$ cat src/rtl/udp_rx_parser.sv
// UDP receive parser: filters Ethernet/IPv4/UDP headers from the 10G MAC RX stream
// and writes the re-aligned payload into the user RX FIFO.
module udp_rx_parser #(
  parameter logic [47:0] LOCAL_MAC  = 48'h00_1C_23_17_4A_CB,
  parameter logic [31:0] LOCAL_IP   = 32'hC0A8_0002,
  parameter logic [15:0] LOCAL_PORT = 16'd8080
) (
  input  logic        clk_156_25,
  input  logic        rst,
  input  logic        avalon_st_rx_startofpacket,
  input  logic        avalon_st_rx_endofpacket,
  input  logic        avalon_st_rx_valid,
  output logic        avalon_st_rx_ready,
  input  logic [63:0] avalon_st_rx_data,
  input  logic [2:0]  avalon_st_rx_empty,
  input  logic [5:0]  avalon_st_rx_error,
  output logic [63:0] wr_data,
  output logic        wr_req,
  output logic        rx_finish,
  output logic        rx_drop,
  output logic [15:0] rx_length
);

  typedef enum logic [2:0] {IDLE, HDR, PAYLOAD, FLUSH, DROP} state_t;

  state_t      state, state_nx;
  logic [2:0]  beat, beat_nx, hdr_beat;
  logic [15:0] bytes_left, bytes_left_nx, len, len_nx, take, bl_after, rx_length_nx;
  logic [47:0] hold, hold_nx;
  logic        first, first_nx, err, err_nx;
  logic [63:0] wr_data_nx, d;
  logic        wr_req_nx, rx_finish_nx, rx_drop_nx;
  logic        acc, sop, eop, hdr_pass, wr_now, bad_eop;
  logic        unused_empty;

  assign unused_empty = ^avalon_st_rx_empty;
  assign d        = avalon_st_rx_data;
  assign sop      = avalon_st_rx_startofpacket;
  assign eop      = avalon_st_rx_endofpacket;
  assign acc      = avalon_st_rx_valid && avalon_st_rx_ready;
  assign hdr_beat = sop ? 3'd0 : beat;
  assign bad_eop  = |avalon_st_rx_error;

  // Keep the first n bytes of a word (n >= 8 keeps all of it)
  function automatic logic [63:0] keep_mask(input logic [15:0] n);
    if (n >= 16'd8) return {64{1'b1}};
    return ~({64{1'b1}} >> {n[2:0], 3'b000});
  endfunction

  // Per-beat header filter; a frame survives only if every header beat passes
  always_comb begin
    hdr_pass = 1'b0;
    case (hdr_beat)
      3'd0: hdr_pass = (d[63:16] == LOCAL_MAC) || (d[63:16] == {48{1'b1}});
      3'd1: hdr_pass = (d[31:16] == 16'h0800) && (d[15:8] == 8'h45);
      3'd2: hdr_pass = (d[7:0] == 8'd17);
      3'd3: hdr_pass = (d[15:0] == LOCAL_IP[31:16]);
      3'd4: hdr_pass = (d[63:48] == LOCAL_IP[15:0]) && (d[31:16] == LOCAL_PORT) &&
                       (d[15:0] >= 16'd8);
      default: hdr_pass = 1'b0;
    endcase
  end

  // Payload byte accounting for the current beat
  always_comb begin
    take     = (bytes_left > 16'd8) ? 16'd8 : bytes_left;
    wr_now   = !first && (bytes_left != 16'd0);
    bl_after = wr_now ? (bytes_left - take) : bytes_left;
  end

  always_ff @(posedge clk_156_25) begin
    if (rst) state <= IDLE;
    else     state <= state_nx;
  end

  always_comb begin
    state_nx = state;
    if (state == FLUSH) begin
      state_nx = IDLE;
    end else if (acc) begin
      if (sop) begin
        state_nx = eop ? IDLE : (hdr_pass ? HDR : DROP);
      end else begin
        case (state)
          HDR: begin
            if (eop)                state_nx = IDLE;
            else if (!hdr_pass)     state_nx = DROP;
            else if (beat == 3'd4)  state_nx = PAYLOAD;
          end
          PAYLOAD: begin
            if (eop) state_nx = (bl_after != 16'd0 && bl_after <= 16'd6) ? FLUSH : IDLE;
          end
          DROP:    if (eop) state_nx = IDLE;
          default: state_nx = state;
        endcase
      end
    end
  end

  always_comb begin
    wr_req_nx     = 1'b0;
    rx_finish_nx  = 1'b0;
    rx_drop_nx    = 1'b0;
    wr_data_nx    = wr_data;
    rx_length_nx  = rx_length;
    beat_nx       = beat;
    bytes_left_nx = bytes_left;
    len_nx        = len;
    hold_nx       = hold;
    first_nx      = first;
    err_nx        = err;
    if (state == FLUSH) begin
      wr_req_nx  = 1'b1;
      wr_data_nx = {hold, 16'h0000} & keep_mask(bytes_left);
      if (err) begin
        rx_drop_nx = 1'b1;
      end else begin
        rx_finish_nx = 1'b1;
        rx_length_nx = len;
      end
    end else if (acc) begin
      if (sop) begin
        beat_nx    = 3'd1;
        rx_drop_nx = eop;
      end else begin
        case (state)
          HDR: begin
            beat_nx    = beat + 3'd1;
            rx_drop_nx = eop;
            if (beat == 3'd4) begin
              len_nx        = d[15:0] - 16'd8;
              bytes_left_nx = d[15:0] - 16'd8;
              first_nx      = 1'b1;
            end
          end
          PAYLOAD: begin
            first_nx      = 1'b0;
            hold_nx       = d[47:0];
            bytes_left_nx = bl_after;
            if (wr_now) begin
              wr_req_nx  = 1'b1;
              wr_data_nx = {hold, d[63:48]} & keep_mask(bytes_left);
            end
            if (eop) begin
              err_nx = bad_eop;
              if (bl_after == 16'd0 && !bad_eop) begin
                rx_finish_nx = 1'b1;
                rx_length_nx = len;
              end else if (bl_after == 16'd0 || bl_after > 16'd6) begin
                rx_drop_nx = 1'b1;
              end
            end
          end
          DROP:    rx_drop_nx = eop;
          default: rx_drop_nx = 1'b0;
        endcase
      end
    end
  end

  always_ff @(posedge clk_156_25) begin
    if (rst) begin
      avalon_st_rx_ready <= 1'b1;
      wr_data    <= '0;
      wr_req     <= 1'b0;
      rx_finish  <= 1'b0;
      rx_drop    <= 1'b0;
      rx_length  <= '0;
      beat       <= '0;
      bytes_left <= '0;
      len        <= '0;
      hold       <= '0;
      first      <= 1'b0;
      err        <= 1'b0;
    end else begin
      avalon_st_rx_ready <= (state_nx != FLUSH);
      wr_data    <= wr_data_nx;
      wr_req     <= wr_req_nx;
      rx_finish  <= rx_finish_nx;
      rx_drop    <= rx_drop_nx;
      rx_length  <= rx_length_nx;
      beat       <= beat_nx;
      bytes_left <= bytes_left_nx;
      len        <= len_nx;
      hold       <= hold_nx;
      first      <= first_nx;
      err        <= err_nx;
    end
  end

endmodule

$ cat config.mk
export PLATFORM = sky130hd
export DESIGN_NAME = udp_rx_parser
export DESIGN_NICKNAME = d
export VERILOG_FILES = /design/src/rtl/udp_rx_parser.sv
export SDC_FILE = /design/constraint.sdc
export NUM_CORES = 1
export LEC_CHECK = 0
export CAP_MARGIN = 10
export CORE_MARGIN = 1.5
export CORE_UTILIZATION = 46
export CTS_CLUSTER_DIAMETER = 60
export DETAILED_ROUTE_END_ITERATION = 8
export GPL_ROUTABILITY_DRIVEN = 0
export PLACE_DENSITY_LB_ADDON = 0.1
export SYNTH_ARGS = -nofsm -noshare
export SYNTH_HDL_FRONTEND = slang
export SYNTH_SLANG_ARGS = --single-unit
$ cat constraint.sdc
create_clock -name clk_156_25 -period 3.3 [get_ports clk_156_25]
set_input_delay 0.66 -clock clk_156_25 [delete_from_list [all_inputs] [get_ports clk_156_25]]
set_output_delay 0.66 -clock clk_156_25 [all_outputs]
set_load 0.01 [all_outputs]
==> results of run 1 <==
-- registers in the layout (all words and copies together), names as in the netlist --
register	cells
avalon_st_rx_ready	1
beat	3
bytes_left	16
err	1
first	1
hold	48
len	16
rx_drop	1
rx_finish	1
rx_length	16
state	3
wr_data	64
wr_req	1
-- worst max path at each step --
stage | start | to | slack [ns] | cells past startpoint
2_1_floorplan | bytes_left[12]$_SDFFE_PP0P_ | rx_length[10]$_SDFFE_PP0P_ | 0.02 | 14
3_3_place_gp | avalon_st_rx_data[31] | avalon_st_rx_ready$_SDFF_PP1_ | -0.1 | 10
3_5_place_dp | avalon_st_rx_data[31] | avalon_st_rx_ready$_SDFF_PP1_ | -0.12 | 10
4_1_cts | bytes_left[3]$_SDFFE_PP0P_ | rx_length[8]$_SDFFE_PP0P_ | 0.18 | 12
5_1_grt | bytes_left[3]$_SDFFE_PP0P_ | rx_length[15]$_SDFFE_PP0P_ | -0.006 | 12
6_report | bytes_left[3]$_SDFFE_PP0P_ | rx_length[8]$_SDFFE_PP0P_ | 0.21 | 12
-- worst register-to-register path, delay by kind of cell, from the launching register on --
family	cells	cell delay, ns
buffers and inverters	1	0.23
flip-flops	1	0.41
multiplexers	1	0.16
AND/OR/NAND/NOR	6	0.96
adder cells (fa/ha/maj)	1	0.20
AO/OA/AOI/OAI	3	1.02
-- what timing repair did --
action                     CTS  global route
buffers inserted             0             2
setup endpoints to repair    0            16
hold buffers                 0             0
hold endpoints to repair     0             0
-- per-stage QoR --
stage	cell area [um^2]	utilization	TNS [ns]	hold WS, ns	power (mW)
after global routing	10400	0.648	-0.00735	0.472	4.74
after global placement	9780	0.609	-0.267	0.441	2.54
after floorplan	7630	-	0	0.436	2.32
after CTS	10400	0.647	0	0.455	4.60
after detailed placement	9780	0.609	-0.314	0.445	2.54
final	10400	0.648	0	0.454	4.58
-- cells by family (layout without fill, tap and decap cells) --
group,after synthesis,after routing,synth area share
AND/OR/NAND/NOR,394,394,0.256
AO/OA/AOI/OAI,228,228,0.203
flip-flops,172,172,0.452
buffers and inverters,72,269,0.0378
multiplexers,23,23,0.0302
XOR/XNOR,12,12,0.0138
adder cells (fa/ha/maj),4,4,0.00657
other,1,1,0.000492
-- metal layers --
layer / wire length [um] / part of all wire / GRT usage
met1: 10700 / 0.48 / 0.367
met2: 10100 / 0.45 / 0.393
met3: 1260 / 0.056 / 0.0436
met4: 386 / 0.017 / 0.0796
met5: 0 / 0 / 0
-- where the power goes --
part           internal, mW  switching, mW
sequential             2.08         0.0127
clock                  1.17          0.907
combinational         0.196          0.217
total                  3.45           1.14
-- synthesized netlist by cell type, drive strengths merged (10+ instances only) --
cell type / n
dfxtp: 172
nand2: 147
a21oi: 92
nor2: 81
clkbuf: 55
a22o: 48
nand2b: 35
nor3: 29
nand3: 25
mux2i: 23
a211oi: 20
nor4: 19
nand4: 18
o21ai: 18
a22oi: 10
inv: 10
-- cell type report --
cell class | instances | share of cell area
sequential | 172 | 0.331
multi-input combinational | 662 | 0.377
clock buffer | 18 | 0.0422
tap | 216 | 0.0260
timing repair buffer | 227 | 0.204
clock inverter | 14 | 0.0167
inverter | 10 | 0.00361
==> impl_metrics.toml, run 1 <==
[run_status]
status = "completed"

[route]
drc = 0
wire_per_inst_um = 17.0
wl_um = 22400
vias = 7301
ant_nets = 0
drt-initial-drc-count = 581
first_pass_iters = 7
vias_per_cell = 5.54

[synth]
ys_async_sr_fraction = 0
synth_area_um2 = 7620
synthTopCellsByArea = "dfxtp_1 (45%), nand2_1 (7.2%), a21oi_1 (6.0%)"
postSynthAreaPerCell_um2 = 8.41
synth_warnings = 0
synth_fp_nets = 988
yosys.area.top_type = "dfxtp_1"
postSynthCellCount = 906
synth_top_area_share = 0.452
synth-seq-area-share = 0.452
ys_ff_latch = 172
ys_types = 65
synthFlopType = "dfxtp_1"
synth_edf_count = 0

[flow_run]
drv_cap = 0

[sta]
worst_pin_slew_ns = 0.661
post-route-period-util = 0.937
fmax_mhz = 323
slew_violations = 0
period_minus_slack_ns = 3.09
relSlewSlack = 0.558
finClkSkew_ns = 0.00988
setup_slack_ns = 0.208
setup_viol = 0
hold_viol = 0

[global_route]
grt_max_degree = 94
grt_pass1_wl_um = 35600
grt_use_total = 0.256
grt_pass1_vias = 6571
antenna_found_initial = 0
grt_overflow = 0

[critical_path]
critPathCaptureType = "flip-flop"
cp_num_buf_inv = 1
slowest_delay_ns = 0.41
r2r-start = "bytes_left[3]$_SDFFE_PP0P_"
arrival_ns = 3.40
reg2reg_to = "rx_length[8]$_SDFFE_PP0P_"
critPathKind = "flip-flop to flip-flop"
cp_common_cell = "nand2_1"
reg2reg_slack_ns = 0.21
crit_chain = "nor4_4 -> nand4_4 -> nand2_1 -> ha_1 -> nand3_1 -> o21ai_4 -> nor4_2 -> a2111oi_4 -> nand2_1 -> o32a_1 -> buf_4 -> mux2i_1"
reg2regPathDepth = 12
cp-start-kind = "flip-flop"
cp_top_family = "compound AO/OA/AOI/OAI gates"
cp_max_fo = 17
slowest_stage = "dfxtp_1"
required_ns = 3.60

[floorplan]
die_y_um = 132
die_w_um = 132
die_area_um2 = 17300
initial_core_util = 0.475
rows = 46
core_area_um2 = 16100
ios = 162

[pwr]
power_density_nw_per_um2 = 441
p_leak_nw = 3.74
peakVddDrop_v = 0.000336

[final_layout]
drive_gt1_frac = 0.116
instances_no_fill = 1319
final_cell_mix = "dfxtp_1 (172), clkdlybuf4s50_1 (157), nand2_1 (147)"
n_fill_cell = 1411
seq_area_um2 = 3440
diodes = 0
final_common_cell = "dfxtp_1"
nets = 1172
multiInputGateArea_um2 = 3920
area_growth_pct = 36.6

[clock_network]
cts_sinks = 172
clkTransAtPathRegs_ns = 0.07
numCtsBuffers = 17
cts-resized-gates = 0
root_buffer = "clkbuf_16"
cts_max_level = 4
cts_tree = "built"
insertion_delay_ns = 0.43
cts_max_path_buffers = 2

[place]
io_buffers = 158
dp_slack_ns = -0.122
placed_cells = 1285
dp_hpwl_um = 16100

[hold_path]
hold_end = "hold[11]$_SDFFE_PP0P_"
hp-class = "flip-flop to flip-flop"
hold_path_depth = 2
hold_path.startpoint = "hold[11]$_SDFFE_PP0P_"
Note: power is estimated with default switching activity, not from simulation.
==> run 2: changes to the inputs <==
--- a/config.mk
+++ b/config.mk
@@ -7,7 +7,8 @@
 export LEC_CHECK = 0
 export CAP_MARGIN = 10
 export CORE_MARGIN = 1.5
-export CORE_UTILIZATION = 46
+export CORE_UTILIZATION = 48
+export CTS_BUF_LIST = sky130_fd_sc_hd__clkbuf_8
 export CTS_CLUSTER_DIAMETER = 60
 export DETAILED_ROUTE_END_ITERATION = 8
 export GPL_ROUTABILITY_DRIVEN = 0
==> impl_metrics.toml, run 2 (synthesis gave the netlist of run 1 again) <==
[global_route]
grt_pass1_wl_um = 34100
grt_overflow = 0
grt_use_total = 0.264
use_met3 = 0.0511
antenna_found_initial = 0
grtUsageMet1 = 0.381
grt_max_degree = 81
met2_usage = 0.392
grt.busiest_layer = "met2"
grt_pass1_vias = 6463

[sta]
finClkSkew_ns = 0.00913
hold_viol = 0
period_minus_slack_ns = 3.08
relSlewSlack = 0.514
setup_slack_ns = 0.220
setup_viol = 0
slew_violations = 0
post-route-period-util = 0.933
fmax_mhz = 325
rsz0062_at_grt = "no"
holdWs_ns = 0.457
worst_pin_slew_ns = 0.722

[floorplan]
die_w_um = 129
rows = 45
ios = 162
initial_core_util = 0.496
die_y_um = 129
die_area_um2 = 16600
core_area_um2 = 15400

[final_layout]
instances_no_fill = 1307
largestRegisters = "wr_data: 64 flops, hold: 48 flops"
final_cell_mix = "dfxtp_1 (172), clkdlybuf4s50_1 (157), nand2_1 (147)"
diodes = 0
final_common_cell = "dfxtp_1"
largest_reg_flops = 64
drive_gt1_frac = 0.110
final_util = 0.660
nets = 1167
regMostFlops = "wr_data"
n_fill_cell = 1389
area_growth_pct = 33.1

[route]
vias_per_cell = 5.56
drc = 0
wire_per_inst_um = 16.7
first_pass_iters = 5
wl_um = 21900
drt-initial-drc-count = 731
vias = 7264
ant_nets = 0

[pwr]
power_density_nw_per_um2 = 397
p_leak_nw = 3.60
total_power_mw = 4.03
peakVddDrop_v = 0.000224

[critical_path]
cp_num_buf_inv = 1
slowest_delay_ns = 0.61
slowest_stage = "or4_1"
reg2regPathDepth = 9
critical_path.startpoint = "bytes_left[3]$_SDFFE_PP0P_"
critPathKind = "flip-flop to flip-flop"
cp_top_family = "simple AND/OR/NAND/NOR gates"
critPathCaptureType = "flip-flop"
cp-start-kind = "flip-flop"
reg2reg_to = "rx_length[13]$_SDFFE_PP0P_"
arrival_ns = 3.41
critical_path.endpoint = "rx_length[13]$_SDFFE_PP0P_"
required_ns = 3.63
critical_path_depth = 9
cp_max_fo = 17
r2r-start = "bytes_left[3]$_SDFFE_PP0P_"
crit_chain = "nor4_4 -> nand2_1 -> or4_1 -> xnor2_1 -> a2111oi_4 -> nand2_1 -> o32a_1 -> buf_4 -> mux2i_1"
cp_common_cell = "nand2_1"
reg2reg_slack_ns = 0.22

[clock_network]
numCtsBuffers = 17
root_buffer = "clkbuf_8"
cts_tree = "built"
post-cts-setup-buffers = 0
clkTransAtPathRegs_ns = 0.09
cts-hold-fix-buffers = 0
cts_max_path_buffers = 2
cts_max_level = 4
insertion_delay_ns = 0.46
cts-resized-gates = 0
cts_sinks = 172

[run_status]
status = "completed"

[place]
dp_slack_ns = -0.0712
placed_cells = 1277
dp_hpwl_um = 15700
io_buffers = 158

[hold_path]
hp-class = "flip-flop to flip-flop"

[flow_run]
drv_cap = 0
## run 2: cell count changes in the layout (fill, tap and decap cells not counted)
cell        previous run  this run
inv_8                  2         1
clkinv_4               1         0
inv_6                  7         3
bufinv_16              2         3
buf_12                 2         1
buf_4                 68        64
clkinv_8               1         0
clkbuf_8               1        17
clkbuf_16             17         0
clkinvlp_4             0         4
clkinv_2               1         2
## run 2: worst register-to-register path: cells and delay by family (launching register included)
kind	cells	cell delay (ns)
and+or+nand+nor	4	1.28
muxes	1	0.17
buffers and inverters	1	0.23
DFF	1	0.41
AOI/OAI and AO/OA	2	0.68
xor gates and xnor gates	1	0.20
## run 2: where the power goes
part | internal (mW) | switching (mW) | total, mW
Combinational | 0.188 | 0.212 | 0.401
Clock | 0.748 | 0.784 | 1.53
Sequential | 2.08 | 0.0122 | 2.09
Total | 3.02 | 1.01 | 4.03
## run 2: layout make-up
cell class	count	area, um^2	area share
Inverter	10	37.5	0.00370
Multi-Input combinational cell	662	3920	0.387
Timing Repair Buffer	222	2070	0.204
Clock buffer	17	234	0.0231
Tap cell	211	264	0.0260
Clock inverter	13	168	0.0165
Sequential cell	172	3440	0.340
## run 2: metrics by stage
stage | cell area, um^2 | setup TNS [ns]
after floorplan | 7630 | 0
after global placement | 9740 | -0.0126
after detailed placement | 9740 | -0.173
after CTS | 10100 | 0
after global routing | 10100 | 0
final | 10100 | 0
## run 2: metal layers
metal	vias up	wire (um)
met2	255	9570
met4	0	585
met3	42	1440
met1	3368	10300
li1	3599	-
met5	-	0
## run 2: worst min-delay path by stage
stage	start	to	slack, ns	cells past startpoint
floorplan	hold[0]$_SDFFE_PP0P_	hold[0]$_SDFFE_PP0P_	0.44	2
global placement	wr_data[5]$_SDFFE_PP0P_	wr_data[5]$_SDFFE_PP0P_	0.44	2
detailed placement	wr_data[11]$_SDFFE_PP0P_	wr_data[11]$_SDFFE_PP0P_	0.45	2
CTS	hold[8]$_SDFFE_PP0P_	hold[8]$_SDFFE_PP0P_	0.46	2
global route	hold[22]$_SDFFE_PP0P_	hold[22]$_SDFFE_PP0P_	0.47	2
finish	hold[21]$_SDFFE_PP0P_	hold[21]$_SDFFE_PP0P_	0.46	2
==> run 3: changes to the inputs <==
--- a/config.mk
+++ b/config.mk
@@ -10,6 +10,7 @@
 export CORE_UTILIZATION = 48
 export CTS_BUF_LIST = sky130_fd_sc_hd__clkbuf_8
 export CTS_CLUSTER_DIAMETER = 60
+export CTS_CLUSTER_SIZE = 25
 export DETAILED_ROUTE_END_ITERATION = 8
 export GPL_ROUTABILITY_DRIVEN = 0
 export PLACE_DENSITY_LB_ADDON = 0.1
==> results of run 3 <==
Final layout, timing and power as in run 2 (identical DEF).
